$ cat config.mk
export PLATFORM = sky130hd
export DESIGN_NAME = up_control_unit
export DESIGN_NICKNAME = d
export VERILOG_FILES = /design/src/rtl/up_pkg.sv /design/src/rtl/up_enter_sync.sv /design/src/rtl/up_control_unit.sv
export SDC_FILE = /design/constraint.sdc
export NUM_CORES = 1
export LEC_CHECK = 0
export BUFFER_PORTS_ARGS = -buffer_cell sky130_fd_sc_hd__buf_2
export CELL_PAD_IN_SITES_DETAIL_PLACEMENT = 0
export CELL_PAD_IN_SITES_GLOBAL_PLACEMENT = 1
export CORE_MARGIN = 2
export CORE_UTILIZATION = 30
export DETAILED_ROUTE_END_ITERATION = 8
export GPL_ROUTABILITY_DRIVEN = 0
export GPL_TIMING_DRIVEN = 0
export PLACE_DENSITY_LB_ADDON = 0.1
export SLEW_MARGIN = 40
export SYNTH_ARGS = -nofsm -noshare
export SYNTH_HDL_FRONTEND = slang
export SYNTH_SLANG_ARGS = --single-unit
export TNS_END_PERCENT = 50
$ cat constraint.sdc
create_clock -name CLOCK -period 1.5 [get_ports CLOCK]
set_input_delay 0.225 -clock CLOCK [delete_from_list [all_inputs] [get_ports CLOCK]]
set_output_delay 0.225 -clock CLOCK [all_outputs]
set_load 0.02 [all_outputs]
$ cat src/rtl/up_pkg.sv
// Shared opcodes, controller state encoding and accumulator-select codes for
// the accumulator microprocessor control unit.
package up_pkg;

  localparam logic [2:0] OP_LOAD  = 3'b000;
  localparam logic [2:0] OP_STORE = 3'b001;
  localparam logic [2:0] OP_ADD   = 3'b010;
  localparam logic [2:0] OP_SUB   = 3'b011;
  localparam logic [2:0] OP_IN    = 3'b100;
  localparam logic [2:0] OP_JZ    = 3'b101;
  localparam logic [2:0] OP_JPOS  = 3'b110;
  localparam logic [2:0] OP_HALT  = 3'b111;

  localparam logic [1:0] ASEL_RES = 2'b00;
  localparam logic [1:0] ASEL_IN  = 2'b01;
  localparam logic [1:0] ASEL_MEM = 2'b10;

  // Debug codes reported on State; every execute state collapses to DBG_EXEC
  localparam logic [2:0] DBG_FETCH  = 3'd0;
  localparam logic [2:0] DBG_DECODE = 3'd1;
  localparam logic [2:0] DBG_EXEC   = 3'd2;
  localparam logic [2:0] DBG_INWAIT = 3'd3;
  localparam logic [2:0] DBG_HALT   = 3'd7;

  typedef enum logic [3:0] {
    S_FETCH,
    S_DECODE,
    S_EX_LOAD,
    S_EX_STORE,
    S_EX_ADD,
    S_EX_SUB,
    S_EX_IN,
    S_EX_JZ,
    S_EX_JPOS,
    S_HALT
  } state_t;

endpackage

$ cat src/rtl/up_enter_sync.sv
// Synchronises the asynchronous Enter key and produces a one-cycle pulse on
// each synchronised rising edge.
module up_enter_sync #(
  parameter int SYNC_STAGES = 2
) (
  input  logic i_clk,
  input  logic i_rstN,
  input  logic i_async,
  output logic o_pulse
);

  logic [SYNC_STAGES-1:0] r_sync;
  logic                   r_prev;

  always_ff @(posedge i_clk) begin
    if (!i_rstN) begin
      r_sync <= '0;
      r_prev <= 1'b0;
    end else begin
      r_sync <= {r_sync[SYNC_STAGES-2:0], i_async};
      r_prev <= r_sync[SYNC_STAGES-1];
    end
  end

  assign o_pulse = r_sync[SYNC_STAGES-1] & ~r_prev;

endmodule

$ cat src/rtl/up_control_unit.sv
// Fetch/decode/execute controller for the 8-bit accumulator datapath; drives
// every datapath control line and waits on the Enter key for IN.
module up_control_unit
  import up_pkg::*;
#(
  parameter int OP_W        = 3,
  parameter int SYNC_STAGES = 2
) (
  input  logic            CLOCK,
  input  logic            RESET,
  input  logic            Enter,
  input  logic [OP_W-1:0] IR,
  input  logic            Aeq0,
  input  logic            Apos,
  output logic            IRload,
  output logic            JMPmux,
  output logic            PCload,
  output logic            Meminst,
  output logic            MemWr,
  output logic            Aload,
  output logic            Sub,
  output logic [1:0]      Asel,
  output logic            Halt,
  output logic [2:0]      State
);

  state_t     r_state;
  state_t     w_nextState;
  logic       w_enterPulse;
  logic       w_irLoad;
  logic       w_jmpMux;
  logic       w_pcLoad;
  logic       w_memInst;
  logic       w_memWr;
  logic       w_aLoad;
  logic       w_sub;
  logic [1:0] w_aSel;
  logic       w_halt;
  logic [2:0] w_stateDbg;

  up_enter_sync #(
    .SYNC_STAGES(SYNC_STAGES)
  ) u_enterSync (
    .i_clk  (CLOCK),
    .i_rstN (RESET),
    .i_async(Enter),
    .o_pulse(w_enterPulse)
  );

  always_ff @(posedge CLOCK) begin
    if (!RESET) begin
      r_state <= S_FETCH;
    end else begin
      r_state <= w_nextState;
    end
  end

  always_comb begin
    w_nextState = r_state;
    w_irLoad    = 1'b0;
    w_jmpMux    = 1'b0;
    w_pcLoad    = 1'b0;
    w_memInst   = 1'b0;
    w_memWr     = 1'b0;
    w_aLoad     = 1'b0;
    w_sub       = 1'b0;
    w_aSel      = ASEL_RES;
    w_halt      = 1'b0;
    w_stateDbg  = DBG_EXEC;
    case (r_state)
      S_FETCH: begin
        w_irLoad    = 1'b1;
        w_pcLoad    = 1'b1;
        w_stateDbg  = DBG_FETCH;
        w_nextState = S_DECODE;
      end
      S_DECODE: begin
        w_memInst  = 1'b1;
        w_stateDbg = DBG_DECODE;
        case (IR)
          OP_LOAD:  w_nextState = S_EX_LOAD;
          OP_STORE: w_nextState = S_EX_STORE;
          OP_ADD:   w_nextState = S_EX_ADD;
          OP_SUB:   w_nextState = S_EX_SUB;
          OP_IN:    w_nextState = S_EX_IN;
          OP_JZ:    w_nextState = S_EX_JZ;
          OP_JPOS:  w_nextState = S_EX_JPOS;
          default:  w_nextState = S_HALT;
        endcase
      end
      S_EX_LOAD: begin
        w_memInst   = 1'b1;
        w_aSel      = ASEL_MEM;
        w_aLoad     = 1'b1;
        w_nextState = S_FETCH;
      end
      S_EX_STORE: begin
        w_memInst   = 1'b1;
        w_memWr     = 1'b1;
        w_nextState = S_FETCH;
      end
      S_EX_ADD, S_EX_SUB: begin
        w_memInst   = 1'b1;
        w_aLoad     = 1'b1;
        w_sub       = (r_state == S_EX_SUB);
        w_nextState = S_FETCH;
      end
      S_EX_IN: begin
        // Only an edge seen while already waiting here loads A
        if (w_enterPulse) begin
          w_aSel      = ASEL_IN;
          w_aLoad     = 1'b1;
          w_nextState = S_FETCH;
        end else begin
          w_stateDbg = DBG_INWAIT;
        end
      end
      S_EX_JZ, S_EX_JPOS: begin
        if ((r_state == S_EX_JZ) ? Aeq0 : Apos) begin
          w_jmpMux = 1'b1;
          w_pcLoad = 1'b1;
        end
        w_nextState = S_FETCH;
      end
      S_HALT: begin
        w_halt     = 1'b1;
        w_stateDbg = DBG_HALT;
      end
      default: begin
        w_nextState = S_FETCH;
      end
    endcase
  end

  // Holding reset low silences every control line so an interrupted STORE never writes
  assign IRload  = RESET & w_irLoad;
  assign JMPmux  = RESET & w_jmpMux;
  assign PCload  = RESET & w_pcLoad;
  assign Meminst = RESET & w_memInst;
  assign MemWr   = RESET & w_memWr;
  assign Aload   = RESET & w_aLoad;
  assign Sub     = RESET & w_sub;
  assign Asel    = RESET ? w_aSel : ASEL_RES;
  assign Halt    = RESET & w_halt;
  assign State   = w_stateDbg;

endmodule

# After elaboration in Yosys (flattened, before gate mapping)
# Index checks and enable logic that the tools add are counted.
# word_totals
reg_bits,7
input_bits,8
output_inout_bits,13
# classes
n_eq_ne,16
muxes,19
bitwise_logic,11
n_reduce_logical,7
# ops
op,n
$pmux 4 s7,1
$eq 4x3->1 const B,4
$pmux 4 s4,1
$pmux 3 s4,1
$mux 1,11
$and 1x1->1,9
$eq 3x3->1 const B,3
$eq 4x2->1 const B,2
$eq 4x4->1 const B,2
$eq 3x2->1 const B,2
$reduce_or 5->1,1
$eq 4x1->1 const B,1
$logic_not 4->1,1
$mux 4,1
$pmux 1 s2,2
$pmux 2 s2,1
$reduce_or 2->1,2
$eq 3x1->1 const B,1
$logic_not 3->1,1
$reduce_or 3->1,1
$mux 2,1
$ne 2x1->1 const B,1
$not 1->1,2
$reduce_and 2->1,1

# Depth between registers and ports, before layout
# Gate-level depths: netlist of the first run.
# depth
word_depth,5
depth_mapped,4
mapped_depth_nobuf,3

# Modules after synthesis
# From an unflattened synthesis of the first run, not the netlist that was laid out.
# unflattened
hier_cells,59
hier_area_um2,495.5
# modules_own_cells
mod,instances,cells_each,area_per_inst_um2
up_control_unit,1,52,402.9
up_enter_sync,1,7,92.6

# Least setup slack after synthesis of the first run
# OpenSTA, ideal clock, no wires.
# synth_path
path_type,reg-to-output
from,register r_state[1]
to,output port Asel[1]
arrival_time_ps,1323
required_time_ps,1275
slack_ps,-48
stages_incl_launch_ff,3
n_path_buf,1
path_cell_list,dfxtp_1 -> clkbuf_1 -> nor4b_1
# synth_between
elab_chain_len,3
# synth_lines
element,line_no,rtl
start: declaration,up_control_unit.sv:27,state_t r_state;
start signal: assignment,up_control_unit.sv:54,r_state <= w_nextState;
$eq 4x3->1 or $eq 4x2->1 (tied branches),up_control_unit.sv:70,case (r_state)
$pmux 2 s2 (*),up_control_unit.sv:70,
$mux 2 (*),up_control_unit.sv:143,assign Asel = RESET ? w_aSel : ASEL_RES;
end: declaration,up_control_unit.sv:22,"output logic [1:0] Asel,"
# Every way passes the cells marked *; elsewhere a longest branch is shown, timed or not.

# Final worst setup path of the first run
# layout_path
from,register r_state[1]
to,output port JMPmux
# layout_between
elab_chain_len,5
# layout_lines
element,line_no,rtl
$eq 4x3->1,"up_control_unit.sv:70, up_control_unit.sv:119",
$mux 1 (2 in a row),up_control_unit.sv:119,if ((r_state == S_EX_JZ) ? Aeq0 : Apos) begin
$mux 1 (*),up_control_unit.sv:70,
$and 1x1->1 (*),up_control_unit.sv:137,assign JMPmux = RESET & w_jmpMux;
end: declaration,up_control_unit.sv:16,"output logic JMPmux,"
# Marks and branches as above.

==> results.yml, run 1 <==
run_status:
  status: "complete, but fails checks"
  violations: "setup timing"
placement:
  post-dp-hpwl_um: 761
  io_buffers: 20
synth:
  synth_compound_area_frac: 0.191
  syn-num-nets: 66
  synth.top_cell.area_share: 0.305
  synth-xor-area-share: 0.0191
  yosysTopAreaCell: "dfxtp_1"
  synth_common_cells: "dfxtp_1 (7), nor2_1 (6), nor3_1 (5)"
  avgSynthCellArea_um2: 7.92
  ys_ff_latch: 7
  synth-adder-area-share: 0
  synth_simple_gate_area_share: 0.411
  synthTopCellsByArea: "dfxtp_1 (31%), and2_1 (5.4%), nand2b_1 (5.4%)"
  yosysMostFrequentCell: "dfxtp_1"
  netlist_instances: 58
  synth-edff-count: 0
  synthMuxAreaShare: 0
  netlist_area_um2: 459
  yosysSeqAreaShare: 0.305
  yosysUniqueCellTypes: 26
  synthFlopType: "dfxtp_1"
  yosysWarningCount: 0
  synth-async-reset-ratio: 0
  synth_top_family_by_area: "simple AND/OR/NAND/NOR gates"
clock_tree:
  cts.sinks: 7
  cts_tree: "yes"
  cts_hold_buffers: 0
  clk_path_buf_depth: 2
  clk_pin_slew_ns: 0.05
  h-tree-depth: 1
  numCtsBuffers: 3
  clk_latency_ns: 0.24
  cts_root_buffer: "clkbuf_4"
power_and_ir_drop:
  p_per_area_nw_per_um2: 744
  p_leak_uw: 0.000357
  peakVddDrop_mv: 0.466
  p_total_uw: 562
critical_path:
  r2r_slack_ns: 0.08
  reg2reg_from: "r_state[1]"
  r2r-end: "r_state[3]"
  cp-start-kind: "flip-flop"
  cp_max_fo: 5
  crit_arrival_ns: 1.35
  r2r_cells: 5
  cp-end-kind: "primary output"
  crit_type: "reg2out"
  worstPathRequired_ns: 1.27
finish:
  register_area_um2: 146
  synthToLayoutAreaGrowth_pct: 64.6
  num-fill-cells: 156
  multiInputGateArea_um2: 327
  drive_gt1_frac: 0.551
  n_antenna_cell: 0
  final_nets: 98
timing:
  min_period_over_period: 1.05
  whs_ns: 0.189
  rsz0062_at_grt: "yes"
  setup-tns-final_ns: -0.190
  drv_slew: 0
  finalHoldViolCount: 0
  fin_ws_ns: -0.0773
  skew_ns: 0.000922
  timing.final.crit_period_ns: 1.58
  worst_pin_slew_ns: 0.425
  slew-limit-headroom: 0.717
  setup-violations-final: 5
  fmax_ghz: 0.634
floorplan:
  ios: 21
  core_um2: 1470
  row_count: 14
  die_w_um: 43.1
  dieArea_um2: 1860
  die_h_um: 43.1
  start_util: 0.312
grt:
  gr-total-overflow: 0
  grt_antenna_before_repair: 0
  grt_max_degree: 11
  grtUsageTotal: 0.120
  grt_pass1_vias: 419
  grt_pass1_wl_mm: 1.71
worst_hold_path:
  whs_path_depth: 2
  min_path_type: "in2reg"
  worstHoldStart: "Enter"
  hold_end: "u_enterSync.r_sync[0]"
routing:
  ant_nets: 0
  drt_pass1_iterations: 4
  wl_per_cell_um: 10.6
  wirelength_mm: 1.11
  via_per_inst: 4.84
  remaining_drc_errors: 0
  drtIter0Drc: 6
  via_count: 508
job:
  maxCapViolCount: 0
==> logic make-up after synthesis <==
| logic type | count (synthesis) |
|---|---|
| and+or+nand+nor | 31 |
| AOI/OAI and AO/OA | 12 |
| DFF | 7 |
| buffers and inverters | 7 |
| xor gates and xnor gates | 1 |
==> layout make-up <==
cell class,count,share of cell area
buffer,4,0.0513
clock buffer,4,0.0348
inverter,2,0.00993
multi-input combinational,44,0.432
sequential,7,0.194
tap,16,0.0265
timing repair buffer,28,0.252
==> repair_timing <==
action	CTS	global route
endpoints found under the setup margin	13	9
pin swaps	2	5
buffers inserted	4	4
resized for setup	18	15
==> power breakdown <==
group | switching, uW | total (uW) | internal, uW | leakage (uW)
Sequential | 6.97 | 204 | 197 | 0.0000592
Clock | 58.8 | 160 | 101 | 0.0000150
Combinational | 103 | 198 | 95.4 | 0.000283
==> worst max-delay path, cell delays in order (launching register included) <==
cell and delay, ns:
dfxtp_2 0.32, clkbuf_8 0.13, nand3b_1 0.14, or3_1 0.30, o21ai_1 0.08, buf_4 0.15
==> state kept, by name, summed over array words and instances, names as in the netlist <==
name / cells
u_enterSync.r_sync: 2
u_enterSync.r_prev: 1
r_state: 4
==> per-layer routing <==
layer | vias to the layer above | global-route usage | wire length (um)
li1 | 268 | - | -
met1 | 228 | 0.157 | 521
met3 | 0 | 0.0255 | 58
met4 | 0 | 0.0545 | 0
met5 | - | 0 | 0
met2 | 12 | 0.188 | 531
==> cells in the final DEF (no fill, tap or decap), types with 2 or more instances in the layout <==
cell type,n
buf_6,4
nor3_2,2
a21oi_1,2
inv_1,2
buf_4,11
o21a_1,2
nor3_1,3
nand3b_1,3
dfxtp_2,2
buf_2,13
and2_1,3
a21o_1,2
clkbuf_1,2
clkbuf_8,2
nand3_1,2
nand2b_1,2
dfxtp_1,4
nor2_1,5
clkbuf_4,3
==> metrics by stage <==
step	cell area, um2	cells	utilization	setup WS [ns]
2_1_floorplan	465	58	-	0.0506
3_3_place_gp	586	94	0.398	-0.0321
3_5_place_dp	586	94	0.398	-0.0241
4_1_cts	688	102	0.468	-0.0887
5_1_grt	756	105	0.514	-0.187
6_report	756	105	0.514	-0.0773
==> how the worst max path moves through the flow <==
stage,from,endpoint
final,r_state[1],JMPmux
after global routing,r_state[1],JMPmux
after CTS,r_state[1],JMPmux
after detailed placement,r_state[3],State[0]
after global placement,r_state[3],State[0]
after floorplan,r_state[2],Aload
No activity file was read; power rests on OpenSTA's default activity.
==> run 2: changes to the inputs <==
--- a/config.mk
+++ b/config.mk
@@ -13,7 +13,7 @@
 export DETAILED_ROUTE_END_ITERATION = 8
 export GPL_ROUTABILITY_DRIVEN = 0
 export GPL_TIMING_DRIVEN = 0
-export PLACE_DENSITY_LB_ADDON = 0.1
+export PLACE_DENSITY = 0.81
 export SLEW_MARGIN = 40
 export SYNTH_ARGS = -nofsm -noshare
 export SYNTH_HDL_FRONTEND = slang
==> results.yml, run 2 (synthesis gave the netlist of run 1 again) <==
run_status:
  status: "complete, but fails checks"
  violations: "setup timing"
routing:
  drtIter0Drc: 4
  wirelength_mm: 1.18
  via_count: 502
  drt_pass1_iterations: 2
  wl_per_cell_um: 11.3
  via_per_inst: 4.83
  ant_nets: 0
  remaining_drc_errors: 0
clock_tree:
  numCtsBuffers: 3
  cts_root_buffer: "clkbuf_4"
  cts_tree: "yes"
  h-tree-depth: 1
  clk_latency_ns: 0.24
  cts.sinks: 7
  clk_pin_slew_ns: 0.05
  clk_path_buf_depth: 2
grt:
  grt_antenna_before_repair: 0
  grt_max_degree: 11
  grt_pass1_wl_mm: 1.72
  grt_pass1_vias: 405
  grtUsageTotal: 0.120
  gr-total-overflow: 0
finish:
  final_nets: 97
  n_antenna_cell: 0
  biggestRegsByFlops: "r_state x4, u_enterSync.r_sync x2, u_enterSync.r_prev x1"
  largest_reg_flops: 4
  top_register: "r_state"
  utilization: 0.511
  final_cell_mix: "buf_2 (13), buf_4 (12), nor2_1 (5), dfxtp_1 (5)"
  drive_gt1_frac: 0.557
  layout_commonest_cell: "buf_2"
  synthToLayoutAreaGrowth_pct: 63.8
  num-fill-cells: 154
critical_path:
  worstPathRequired_ns: 1.27
  crit_end: "JMPmux"
  r2r_cells: 5
  cp-end-kind: "primary output"
  cp_max_fo: 5
  crit_type: "reg2out"
  cp-start-kind: "flip-flop"
  r2r_slack_ns: 0.04
  cp-startpoint: "r_state[0]"
  crit_arrival_ns: 1.36
  r2r-end: "r_state[3]"
  reg2reg_from: "r_state[3]"
floorplan:
  dieArea_um2: 1860
  core_um2: 1470
  ios: 21
  row_count: 14
  start_util: 0.312
  die_h_um: 43.1
  die_w_um: 43.1
timing:
  fin_ws_ns: -0.0865
  timing.final.crit_period_ns: 1.59
  whs_ns: 0.190
  finalHoldViolCount: 0
  skew_ns: 0.00266
  setup-violations-final: 5
  drv_slew: 0
  fmax_ghz: 0.630
  min_period_over_period: 1.06
  worst_pin_slew_ns: 0.284
  slew-limit-headroom: 0.810
  rsz0062_at_grt: "yes"
placement:
  post-dp-hpwl_um: 723
  io_buffers: 20
power_and_ir_drop:
  p_per_area_nw_per_um2: 766
  peakVddDrop_mv: 0.441
  p_leak_uw: 0.000360
  p_total_uw: 576
worst_hold_path:
  whs_path_depth: 2
  min_path_type: "in2reg"
job:
  maxCapViolCount: 0
==> run 2: cell types whose count changed in the layout (fill, tap and decap cells not counted), sizes merged <==
| cell | before | now |
|---|---|---|
| buf | 28 | 30 |
| clkbuf | 8 | 5 |
==> run 2: layout make-up <==
type                            instances  area (um2)  area share
Tap cell                               16        20.0      0.0266
Inverter                                2        7.51     0.00998
Timing Repair Buffer                   26         170       0.226
Clock buffer                            4        26.3      0.0349
Buffer                                  5        53.8      0.0715
Multi-Input combinational cell         44         332       0.441
Sequential cell                         7         143       0.190
==> run 2: power by group <==
group	internal (uW)	switching (uW)	total, uW
registers	198	7.40	206
logic	98.2	107	205
clock network	101	64.2	165
total	398	178	576
==> run 2: worst min-delay path by stage <==
stage                                      from               endpoint  slack [ns]
after floorplan                           Enter  u_enterSync.r_sync[0]        0.35
after global placement    u_enterSync.r_sync[0]  u_enterSync.r_sync[1]        0.41
after detailed placement  u_enterSync.r_sync[0]  u_enterSync.r_sync[1]        0.42
after CTS                                 Enter  u_enterSync.r_sync[0]        0.18
after global routing                      Enter  u_enterSync.r_sync[0]        0.19
final                                     Enter  u_enterSync.r_sync[0]        0.19
==> run 2: metrics by stage <==
stage               area, um2  setup TNS, ns  instances  worst slack (ns)
floorplan                 465              0         58            0.0506
global placement          586       -0.00163         94          -0.00163
detailed placement        586        -0.0122         94           -0.0122
CTS                       687         -0.460        102            -0.101
global route              752         -0.904        104            -0.146
finish                    752         -0.309        104           -0.0865
==> run 2: repair_timing <==
action	in CTS	in global routing
setup buffers	4	2
gates resized for setup	17	17
setup endpoints to repair	13	12
pin swaps	2	3
gates cloned	0	0
hold buffers	0	0
==> run 2: layer usage <==
metal | track usage | wire length (um)
met2 | 0.191 | 645
met5 | 0 | 0
met3 | 0.0128 | 41
met1 | 0.162 | 488
met4 | 0.0545 | 0
==> run 2: worst max-delay path, stage by stage (launching register included) <==
cell and delay [ns]:
dfxtp_1 0.31, nand2b_2 0.22, or3_1 0.35, o21ai_1 0.08, buf_4 0.15
